===== config.mk =====
export PLATFORM = sky130hd
export DESIGN_NAME = cursor_input_controller
export DESIGN_NICKNAME = d
export VERILOG_FILES = /design/src/rtl/cursor_input_controller.sv
export SDC_FILE = /design/constraint.sdc
export NUM_CORES = 1
export LEC_CHECK = 0
export CELL_PAD_IN_SITES_DETAIL_PLACEMENT = 1
export CELL_PAD_IN_SITES_GLOBAL_PLACEMENT = 1
export CORE_MARGIN = 3
export CORE_UTILIZATION = 25
export CTS_CLUSTER_SIZE = 14
export DETAILED_ROUTE_END_ITERATION = 16
export PLACE_DENSITY_LB_ADDON = 0.1
export SLEW_MARGIN = 15
export SYNTH_ARGS = -nofsm -noshare
export SYNTH_HDL_FRONTEND = slang
export SYNTH_SLANG_ARGS = --single-unit

===== constraint.sdc =====
create_clock -name clock_50M -period 2.65 [get_ports clock_50M]
set_clock_uncertainty 0.15 [all_clocks]
set_input_delay 0.265 -clock clock_50M [delete_from_list [all_inputs] [get_ports clock_50M]]
set_output_delay 0.265 -clock clock_50M [all_outputs]
set_load 0.01 [all_outputs]

===== src/rtl/cursor_input_controller.sv =====
// rtl/cursor_input_controller.sv - button conditioning and cursor ownership for the 5x4 card grid
//
// Purpose: synchronises and debounces the three raw active-low buttons,
// auto-repeats the two move buttons, and keeps the registered cursor index
// (4*col + row, 0..19) for the game core.
//
// Ports:
//   clock_50M     in   system clock (only clock)
//   reset_n       in   asynchronous active-low reset
//   select_n      in   raw select button, 0 = pressed
//   move_x_n      in   raw column-move button, 0 = pressed
//   move_y_n      in   raw row-move button, 0 = pressed
//   cursor_pos    out  5-bit card index, 0..19
//   cursor_moved  out  one-cycle pulse on the edge cursor_pos changes
//   select_pulse  out  one-cycle pulse per accepted select press
//   select_held   out  debounced select level, 1 = pressed

// Synchroniser plus debouncer for one active-low button; level is 1 = pressed.
module cursor_input_debounce #(
  parameter int DEBOUNCE_CYCLES = 1_000_000
) (
  input  logic clock_50M,
  input  logic reset_n,
  input  logic raw_n,
  output logic level
);
  localparam int DW = $clog2(DEBOUNCE_CYCLES + 1);
  localparam logic [DW-1:0] DB_LAST = DW'(DEBOUNCE_CYCLES - 1);

  logic          sync1_n, sync2_n, stable_n;
  logic [DW-1:0] cnt;

  always_ff @(posedge clock_50M or negedge reset_n) begin
    if (!reset_n) begin
      sync1_n  <= 1'b1;
      sync2_n  <= 1'b1;
      stable_n <= 1'b1;
      cnt      <= '0;
    end else begin
      sync1_n <= raw_n;
      sync2_n <= sync1_n;
      if (sync2_n == stable_n) begin
        cnt <= '0;
      end else if (cnt == DB_LAST) begin
        stable_n <= sync2_n;
        cnt      <= '0;
      end else begin
        cnt <= cnt + 1'b1;
      end
    end
  end

  assign level = ~stable_n;
endmodule

// Auto-repeat FSM for one move button. step is decoded from the current
// state so the cursor register can act on the same edge the FSM advances.
module cursor_repeat_fsm #(
  parameter int REPEAT_DELAY  = 25_000_000,
  parameter int REPEAT_PERIOD = 10_000_000
) (
  input  logic clock_50M,
  input  logic reset_n,
  input  logic level,
  output logic step
);
  localparam int RMAX = (REPEAT_DELAY > REPEAT_PERIOD) ? REPEAT_DELAY : REPEAT_PERIOD;
  localparam int RW   = $clog2(RMAX + 1);
  localparam logic [RW-1:0] RD_LAST = RW'(REPEAT_DELAY - 1);
  localparam logic [RW-1:0] RP_LAST = RW'(REPEAT_PERIOD - 1);

  typedef enum logic [1:0] {IDLE, DELAY, REPEAT} state_t;

  state_t        state;
  logic          prev;
  logic [RW-1:0] cnt;
  logic          press;

  assign press = level & ~prev;

  // A release in DELAY/REPEAT suppresses the step because level gates it.
  always_comb begin
    step = 1'b0;
    case (state)
      IDLE:    step = press;
      DELAY:   step = level && (cnt == RD_LAST);
      REPEAT:  step = level && (cnt == RP_LAST);
      default: step = 1'b0;
    endcase
  end

  always_ff @(posedge clock_50M or negedge reset_n) begin
    if (!reset_n) begin
      state <= IDLE;
      prev  <= 1'b0;
      cnt   <= '0;
    end else begin
      prev <= level;
      case (state)
        IDLE: begin
          if (press) begin
            state <= DELAY;
            cnt   <= '0;
          end
        end
        DELAY: begin
          if (!level) begin
            state <= IDLE;
          end else if (cnt == RD_LAST) begin
            state <= REPEAT;
            cnt   <= '0;
          end else begin
            cnt <= cnt + 1'b1;
          end
        end
        REPEAT: begin
          if (!level) begin
            state <= IDLE;
          end else if (cnt == RP_LAST) begin
            cnt <= '0;
          end else begin
            cnt <= cnt + 1'b1;
          end
        end
        default: state <= IDLE;
      endcase
    end
  end
endmodule

module cursor_input_controller #(
  parameter int DEBOUNCE_CYCLES = 1_000_000,
  parameter int REPEAT_DELAY    = 25_000_000,
  parameter int REPEAT_PERIOD   = 10_000_000
) (
  input  logic       clock_50M,
  input  logic       reset_n,
  input  logic       select_n,
  input  logic       move_x_n,
  input  logic       move_y_n,
  output logic [4:0] cursor_pos,
  output logic       cursor_moved,
  output logic       select_pulse,
  output logic       select_held
);
  logic sel_level, x_level, y_level;
  logic sel_prev;
  logic step_x, step_y;
  logic [4:0] y_inc, after_y, next_pos;

  cursor_input_debounce #(.DEBOUNCE_CYCLES(DEBOUNCE_CYCLES)) u_db_sel (
    .clock_50M(clock_50M), .reset_n(reset_n), .raw_n(select_n), .level(sel_level));
  cursor_input_debounce #(.DEBOUNCE_CYCLES(DEBOUNCE_CYCLES)) u_db_x (
    .clock_50M(clock_50M), .reset_n(reset_n), .raw_n(move_x_n), .level(x_level));
  cursor_input_debounce #(.DEBOUNCE_CYCLES(DEBOUNCE_CYCLES)) u_db_y (
    .clock_50M(clock_50M), .reset_n(reset_n), .raw_n(move_y_n), .level(y_level));

  cursor_repeat_fsm #(.REPEAT_DELAY(REPEAT_DELAY), .REPEAT_PERIOD(REPEAT_PERIOD)) u_rep_x (
    .clock_50M(clock_50M), .reset_n(reset_n), .level(x_level), .step(step_x));
  cursor_repeat_fsm #(.REPEAT_DELAY(REPEAT_DELAY), .REPEAT_PERIOD(REPEAT_PERIOD)) u_rep_y (
    .clock_50M(clock_50M), .reset_n(reset_n), .level(y_level), .step(step_y));

  // Row advance wraps inside the column; column retreat wraps 0 -> 4.
  // A simultaneous pair applies the row step first, then the column step.
  always_comb begin
    y_inc    = cursor_pos + 5'd1;
    after_y  = cursor_pos;
    if (step_y) begin
      after_y = (y_inc[1:0] == 2'b00) ? (cursor_pos - 5'd3) : y_inc;
    end
    next_pos = after_y;
    if (step_x) begin
      next_pos = (after_y < 5'd4) ? (after_y + 5'd16) : (after_y - 5'd4);
    end
  end

  always_ff @(posedge clock_50M or negedge reset_n) begin
    if (!reset_n) begin
      cursor_pos   <= 5'd0;
      cursor_moved <= 1'b0;
      select_pulse <= 1'b0;
      select_held  <= 1'b0;
      sel_prev     <= 1'b0;
    end else begin
      cursor_pos   <= next_pos;
      cursor_moved <= step_x | step_y;
      sel_prev     <= sel_level;
      select_pulse <= sel_level & ~sel_prev;
      select_held  <= sel_level;
    end
  end
endmodule


==> results of run 1 <==
-- worst max-delay path, cell delays in order (launching register included) --
cell and delay [ns]:
dfrtp_1 0.39, inv_1 0.10, ha_1 0.32, nor3b_2 0.16, nand4_1 0.13, o22a_2 0.29
a211oi_2 0.23, mux2_2 0.39, o211a_1 0.22
-- registers in the layout (all words and copies together) (netlist names), 2 cells and up --
name and cells:
u_db_x.cnt 20, u_rep_y.state 2, u_db_y.cnt 20, u_db_sel.cnt 20, u_rep_x.state 2, cursor_pos 5
u_rep_y.cnt 25, u_rep_x.cnt 25
-- cells in the mapped netlist, drive strengths merged (2+ instances only) --
library cell / number / area share
a21oi: 15 / 0.011
mux2: 6 / 0.0096
o21ai: 22 / 0.016
nand4: 30 / 0.027
ha: 16 / 0.029
mux2i: 9 / 0.013
nor4: 10 / 0.012
a21boi: 3 / 0.0032
or4: 2 / 0.0027
and3: 21 / 0.019
nand2: 53 / 0.028
nand3: 49 / 0.035
nor3b: 2 / 0.0021
nand4b: 3 / 0.0037
xor2: 53 / 0.066
or2: 6 / 0.0053
o21a: 2 / 0.0021
o22ai: 2 / 0.0018
nor4bb: 7 / 0.010
a22o: 7 / 0.0087
nor2b: 5 / 0.0045
dfstp: 9 / 0.034
nand2b: 4 / 0.0036
or3: 4 / 0.0036
a211oi: 9 / 0.010
buf: 11 / 0.0078
nor2: 120 / 0.065
xnor2: 31 / 0.039
o22a: 2 / 0.0025
inv: 29 / 0.016
o211a: 2 / 0.0029
a21o: 6 / 0.0064
clkbuf: 8 / 0.0043
and2: 6 / 0.0054
nor4b: 7 / 0.012
nand3b: 6 / 0.0064
and4: 7 / 0.0087
dfrtp: 124 / 0.44
nor3: 9 / 0.0064
-- timing repair --
action / 4_1_cts / 5_1_grt
setup endpoints to repair: 0 / 3
gates resized for setup: 0 / 3
hold buffers: 1 / 0
setup buffers: 0 / 1
hold endpoints to repair: 53 / 0
-- metrics by stage --
stage                     hold WS (ns)  setup slack [ns]  instances  area [µm²]
final                            0.101             0.148       1158        8390
after global placement           0.171             0.141       1124        7770
after floorplan                 -0.181             0.266        728        7020
after CTS                       0.0787            0.0570       1157        8370
after detailed placement         0.173            0.0862       1124        7770
after global routing            0.0842           0.00417       1158        8390
-- final timing paths --
| check | from | endpoint | slack, ns | cells after the start |
|---|---|---|---|---|
| max | u_rep_y.state[0]$_DFFE_PN0P_ | cursor_pos[4]$_DFF_PN0_ | 0.15 | 8 |
| min | move_y_n | u_db_y.sync1_n$_DFF_PN1_ | 0.10 | 1 |
| max reg2reg | u_rep_y.state[0]$_DFFE_PN0P_ | cursor_pos[4]$_DFF_PN0_ | 0.15 | 8 |
| min reg2reg | u_db_sel.sync1_n$_DFF_PN1_ | u_db_sel.sync2_n$_DFF_PN1_ | 0.21 | 0 |
| max in group asynchronous | reset_n | u_db_y.stable_n$_DFFE_PN1P_ | 1.30 | 3 |
| min in group asynchronous | reset_n | u_rep_y.cnt[15]$_DFFE_PN0P_ | 0.27 | 2 |
-- power groups by stage --
| stage | clock [µW] | sequential (µW) | combinational (µW) |
|---|---|---|---|
| global placement | 0 | 2100 | 98.2 |
| global route | 2600 | 2060 | 113 |
| finish | 2410 | 2060 | 95.0 |
| CTS | 2510 | 2060 | 103 |
| floorplan | 0 | 2100 | 34.1 |
| detailed placement | 0 | 2100 | 101 |
-- cell type report --
type,instances,area (µm²)
fill,3101,18900
multi-input combinational,547,3500
sequential,133,3340
tap,372,465
clock buffer,19,443
timing repair buffer,45,384
clock inverter,13,145
inverter,29,109
-- kinds of logic (layout without fill, tap and decap cells) --
logic type / Yosys count / count (layout) / share of synthesized area
and+or+nand+nor: 355 / 355 / 0.265
AOI/OAI and AO/OA: 77 / 77 / 0.0754
buffers and inverters: 48 / 106 / 0.0276
adders and majority gates: 16 / 16 / 0.0285
muxes: 15 / 15 / 0.0225
xor gates and xnor gates: 84 / 84 / 0.105
DFF: 133 / 133 / 0.476
-- routing by layer --
layer	up-vias	track usage
li1	2622	-
met2	27	0.209
met4	0	0.0395
met3	8	0.0237
met5	-	0
met1	2670	0.160
==> metrics, run 1 <==
initial DRC count=151; Fin. Hold Viols=0; CP Max Fanout=4; DRC=0; WL met2=8660 µm; crit path launch type=flip-flop; Setup CP Type=flip-flop to flip-flop; EDFF count, synth=0; Worst-Margin Slew=0.757 ns; initial antenna violation count=0; Starting Density=0.257; combinational share of power=0.021; P_leak=0.00350 µW; largest net degree at the start of global routing=60; WL/cell=15.2 µm; syn_area_per_cell=9.64 µm²; Hold WC Path Type=input pin to flip-flop; Root Driver=clkbuf_16; maximum clock rate=400 MHz; total iterations of the first detailed-routing run=4; CTS tree=yes; PortBufs=12; vias in the first global route=5,847; #FFs+latches synth=133; Longest Clk Path Bufs=2; global-route wire length before repair=30,600 µm; area grow syn2layout=19.5%; TNS Setup=0 ns; Switching Fraction=0.233; VDD IR max=345 µV; status=completed; count of mapped cells out of synthesis=728; clock share of power=0.527; Worst Setup End Kind=flip-flop; die footprint=0.0301 mm²; Core Area=0.0273 mm²; register area share after synthesis=0.476; Reg clk slew, reported paths=0.06 ns; Netlist Area Pre-Place=0.00702 mm²; final setup vio count=0; Psw=1070 µW; grt total ovfl=0; vias=5,327; Pins Over Slew Limit=0; vias per cell=4.60; Main synth FF type=dfrtp_1; clock sink total=133; Clk Latency, worst-skew pair=0.42 ns; overall die height=174 µm; library cells used by synthesis=61; Final #Nets=794; fin crit share=0.944; Power Dens Cells=544 mW/mm²; max layer used=met4; WP data required=2.80 ns; Final GP Congestion=0.765; DPL Wire Length=12,300 µm; most frequent cells in the layout=dfrtp_1, nor2_1, nand2_1, xor2_1, nand3_1; n_diodes=0; routed wl met3=304 µm; register share of total power=0.452; GRT Total Usage=0.124; Total Wirelength=17,600 µm; htree depth=4; Final ANT Viol Nets=0; Cell Int Power=3500 µW; Post-Syn Nets=749; I/O Pins=13; fin crit period=2.50 ns; Final Power=4570 µW; Site Rows=60; layout cells sized above 1=0.132; DRT met1 WL=8430 µm; most common cell after layout, fill and taps aside=dfrtp_1; Core Util, Final=0.308; CTS Buf Count=17; Die Width=174 µm; Max-slew headroom=0.494; asr flop ratio synth=1.00; MaxCap Viol Count=0; Yosys Warn Count=0; Arrival @ worst endpoint=2.65 ns; RSZ-0062 raised after global routing=no
No activity file was read; power rests on OpenSTA's default activity.
==> run 2, diff against run 1 <==
--- a/config.mk
+++ b/config.mk
@@ -11,6 +11,7 @@
 export CORE_UTILIZATION = 25
 export CTS_CLUSTER_SIZE = 14
 export DETAILED_ROUTE_END_ITERATION = 16
+export GPL_ROUTABILITY_DRIVEN = 0
 export PLACE_DENSITY_LB_ADDON = 0.1
 export SLEW_MARGIN = 15
 export SYNTH_ARGS = -nofsm -noshare
==> results of run 2 <==
The final DEF is identical to that of run 1; final timing and power are the same.
==> run 3, diff against run 2 <==
==> config.mk (replaced) <==
export PLATFORM = sky130hd
export DESIGN_NAME = cursor_input_controller
export DESIGN_NICKNAME = d
export VERILOG_FILES = /design/src/rtl/cursor_input_controller.sv
export SDC_FILE = /design/constraint.sdc
export NUM_CORES = 1
export LEC_CHECK = 0
export CORE_MARGIN = 3
export CORE_UTILIZATION = 25
export DETAILED_ROUTE_END_ITERATION = 16
export GPL_ROUTABILITY_DRIVEN = 0
export SLEW_MARGIN = 15
export SYNTH_ARGS = -nofsm -noshare
export SYNTH_HDL_FRONTEND = slang
export SYNTH_HIERARCHICAL = 1
export SYNTH_SLANG_ARGS = --single-unit
==> metrics, run 3 <==
grt total ovfl=0 (unchanged); htree depth=4 (unchanged); Reg clk slew, reported paths=0.06 ns (about the same); Hold Crit Depth=1 (unchanged); syn_area_per_cell=9.63 µm² (was 9.64 µm²); #FFs+latches synth=133 (unchanged); Starting Density=0.255 (was 0.257); combinational share of power=0.020 (was 0.021); DP Cell Count=1,184 (was 1,124); Netlist Area Pre-Place=0.00735 mm² (was 0.00702 mm²); initial DRC count=450 (was 151); n_diodes=0 (unchanged); DPL Wire Length=10,900 µm (was 12,300 µm); CP Max Fanout=6 (was 4); Root Driver=clkbuf_16 (unchanged); GRT Total Usage=0.106 (was 0.124); Cell Int Power=3880 µW (was 3500 µW); most numerous cell in the Yosys netlist=dfrtp_1 (unchanged); area grow syn2layout=22.5% (was 19.5%); I/O Pins=13 (unchanged); CTS Buf Count=17 (unchanged); CP max-delay cell=dfrtp_1 (unchanged); CP Launch Point=u_rep_y/cnt[15]$_DFFE_PN0P_ (was u_rep_y.state[0]$_DFFE_PN0P_); asr flop ratio synth=1.00 (unchanged); Die Width=177 µm (was 174 µm); Worst Setup End Kind=flip-flop (unchanged); most common cell after layout, fill and taps aside=dfrtp_1 (unchanged); layout cells sized above 1=0.171 (was 0.132); maximum clock rate=389 MHz (was 400 MHz); EDFF count, synth=0 (unchanged); clock sink total=133 (unchanged); most frequent cells in the layout=dfrtp_1, nand2_1, nor2_1 (was dfrtp_1, nor2_1, nand2_1, xor2_1, nand3_1); Site Rows=62 (was 60); Final #Nets=843 (was 794); Max-slew headroom=0.610 (was 0.494); Arrival @ worst endpoint=2.72 ns (was 2.65 ns); Longest Clk Path Bufs=2 (unchanged); vias per cell=4.83 (was 4.60); vias=5,888 (was 5,327); GRT Max-Usage Layer=met2 (unchanged); P_leak=0.00367 µW (was 0.00350 µW); count of mapped cells out of synthesis=763 (was 728); launch point of the worst reg-to-reg path=u_rep_y/cnt[15]$_DFFE_PN0P_ (was u_rep_y.state[0]$_DFFE_PN0P_); global-route wire length before repair=27,900 µm (was 30,600 µm); CTS tree=yes (unchanged); Final Power=4890 µW (was 4570 µW); library cells used by synthesis=54 (was 61); biggest regs=u_rep_x/cnt x25, u_rep_y/cnt x25 (was u_rep_x.cnt x25, u_rep_y.cnt x25); Core Util, Final=0.312 (was 0.308); Post-Syn Nets=784 (was 749); Place WS=0.0528 ns (was 0.0862 ns); Main synth FF type=dfrtp_1 (unchanged); R2R depth=11 (was 8); GR Layer Usage met2=0.178 (was 0.209); total iterations of the first detailed-routing run=5 (was 4); status=completed (unchanged); Hold WC Path Type=input pin to flip-flop (unchanged); grt met1 use=0.138 (was 0.160); Yosys Warn Count=6 (was 0); Synth top area share=0.422 (was 0.442); fin crit share=0.971 (was 0.944); Setup CP Type=flip-flop to flip-flop (unchanged); VDD IR max=340 µV (was 345 µV); fin crit period=2.57 ns (was 2.50 ns); register area share after synthesis=0.454 (was 0.476); CP cell instances=buf_4 > nor3b_2 > nand3_1 > nor4_2 > o21ai_2 > a211oi_2 > nand4b_1 > xnor2_2 > or2_1 > o311a_1 > o31a_1 (was inv_1 > ha_1 > nor3b_2 > nand4_1 > o22a_2 > a211oi_2 > mux2_2 > o211a_1); overall die height=177 µm (was 174 µm); fin cells=1,219 (was 1,158); crit path launch type=flip-flop (unchanged); MaxCap Viol Count=0 (unchanged); Power Dens Cells=543 mW/mm² (was 544 mW/mm²); DRC=0 (unchanged); Pins Over Slew Limit=0 (unchanged); Total Wirelength=15,800 µm (was 17,600 µm); GRT met3 Usage=0.0184 (was 0.0237); Fin. Hold Viols=0 (unchanged); RSZ-0062 raised after global routing=yes (was no); CP peak stage delay=0.38 ns (was 0.39 ns); top post-synthesis cells by count=dfrtp_1, nand2_1, nor2_1 (was dfrtp_1, nor2_1, nand2_1, xor2_1, nand3_1); Worst Min Path Start=move_y_n (unchanged); top cells by area, synth=dfrtp_1, xnor2_1, nand2_1, dfstp_2, nor2_1 (was dfrtp_1, xor2_1, nor2_1, xnor2_1, nand3_1); Final ANT Viol Nets=0 (unchanged); Psw=1010 µW (was 1070 µW); largest net degree at the start of global routing=62 (was 60); register share of total power=0.422 (was 0.452); WL/cell=12.9 µm (was 15.2 µm); Switching Fraction=0.206 (was 0.233); die footprint=0.0315 mm² (was 0.0301 mm²); Core Area=0.0289 mm² (was 0.0273 mm²); TNS Setup=0 ns (unchanged); final setup vio count=0 (unchanged); WP data required=2.79 ns (was 2.80 ns); vias in the first global route=5,849 (was 5,847); PortBufs=12 (unchanged); cell taking the most area after synthesis=dfrtp_1 (unchanged); Worst-Margin Slew=0.585 ns (was 0.757 ns); Clk Latency, worst-skew pair=0.41 ns (was 0.42 ns); clock share of power=0.558 (was 0.527); final worst-path setup slack=0.0763 ns (was 0.148 ns); initial antenna violation count=0 (unchanged)
run 3: cell count changes after synthesis, sizes merged, moves of 19 or more:
cell | previous run | this run
xor2 | 53 | 22
nor2 | 120 | 63
a21oi | 15 | 42
xnor2 | 31 | 50
nand2 | 53 | 74
nor4 | 10 | 30
run 3: cell families (layout without fill, tap and decap cells):
group                    Yosys count  after routing  synth area share
buffers and inverters             54            126            0.0335
adder cells (fa/ha/maj)           16             16            0.0272
XOR/XNOR                          72             72            0.0858
AND/OR/NAND/NOR                  351            351             0.266
flip-flops                       133            133             0.454
multiplexers                       7              7            0.0102
AO/OA/AOI/OAI                    130            130             0.123
run 3: worst paths after layout:
path	to	slack, ns
setup / recovery	cursor_pos[4]$_DFF_PN0_	0.08
hold / removal	u_db_y/sync1_n$_DFF_PN1_	0.11
setup reg to reg	cursor_pos[4]$_DFF_PN0_	0.08
hold reg to reg	u_db_y/sync2_n$_DFF_PN1_	0.21
max in group asynchronous	u_db_x/cnt[9]$_DFF_PN0_	1.31
min in group asynchronous	u_db_y/cnt[8]$_DFF_PN0_	0.25
run 3: layer usage:
layer	share of wire	up-vias
met3	0.019	11
li1	-	2934
met5	0	-
met4	0.010	0
met2	0.49	57
met1	0.48	2886
run 3: worst max-delay path, delay by kind of cell, from the launching register on:
family | cells | cell delay, ns
compound gates | 4 | 0.57
xor+xnor | 1 | 0.19
buf+inv | 1 | 0.16
flops | 1 | 0.38
simple gates | 5 | 1.01
run 3: through the flow:
stage,hold WS (ns),instance area [µm²]
6_report,0.108,9000
4_1_cts,0.0854,8920
3_5_place_dp,0.145,8220
3_3_place_gp,0.141,8220
2_1_floorplan,-0.181,7350
5_1_grt,0.0785,9000
run 3: what timing repair did:
action | 4_1_cts | 5_1_grt
setup endpoints to repair | 0 | 4
hold buffers | 1 | 0
endpoints found under the hold margin | 55 | 0
resized for setup | 0 | 15
buffers inserted | 0 | 2
run 3: power by group through the flow:
| stage | clock (µW) | sequential [µW] | combinational [µW] |
|---|---|---|---|
| 6_report | 2730 | 2070 | 97.5 |
| 5_1_grt | 2910 | 2070 | 117 |
| 4_1_cts | 2800 | 2060 | 104 |
| 3_5_place_dp | 0 | 2100 | 102 |
| 3_3_place_gp | 0 | 2100 | 101 |
| 2_1_floorplan | 0 | 2100 | 40.4 |
run 3: cell type report:
cell class / instances / area (µm²)
Sequential cell: 133 / 3340
Clock buffer: 18 / 439
Tap cell: 384 / 480
Inverter: 24 / 90.1
Clock inverter: 14 / 246
Timing Repair Buffer: 70 / 572
Multi-Input combinational cell: 576 / 3840
Fill cell: 3021 / 19900
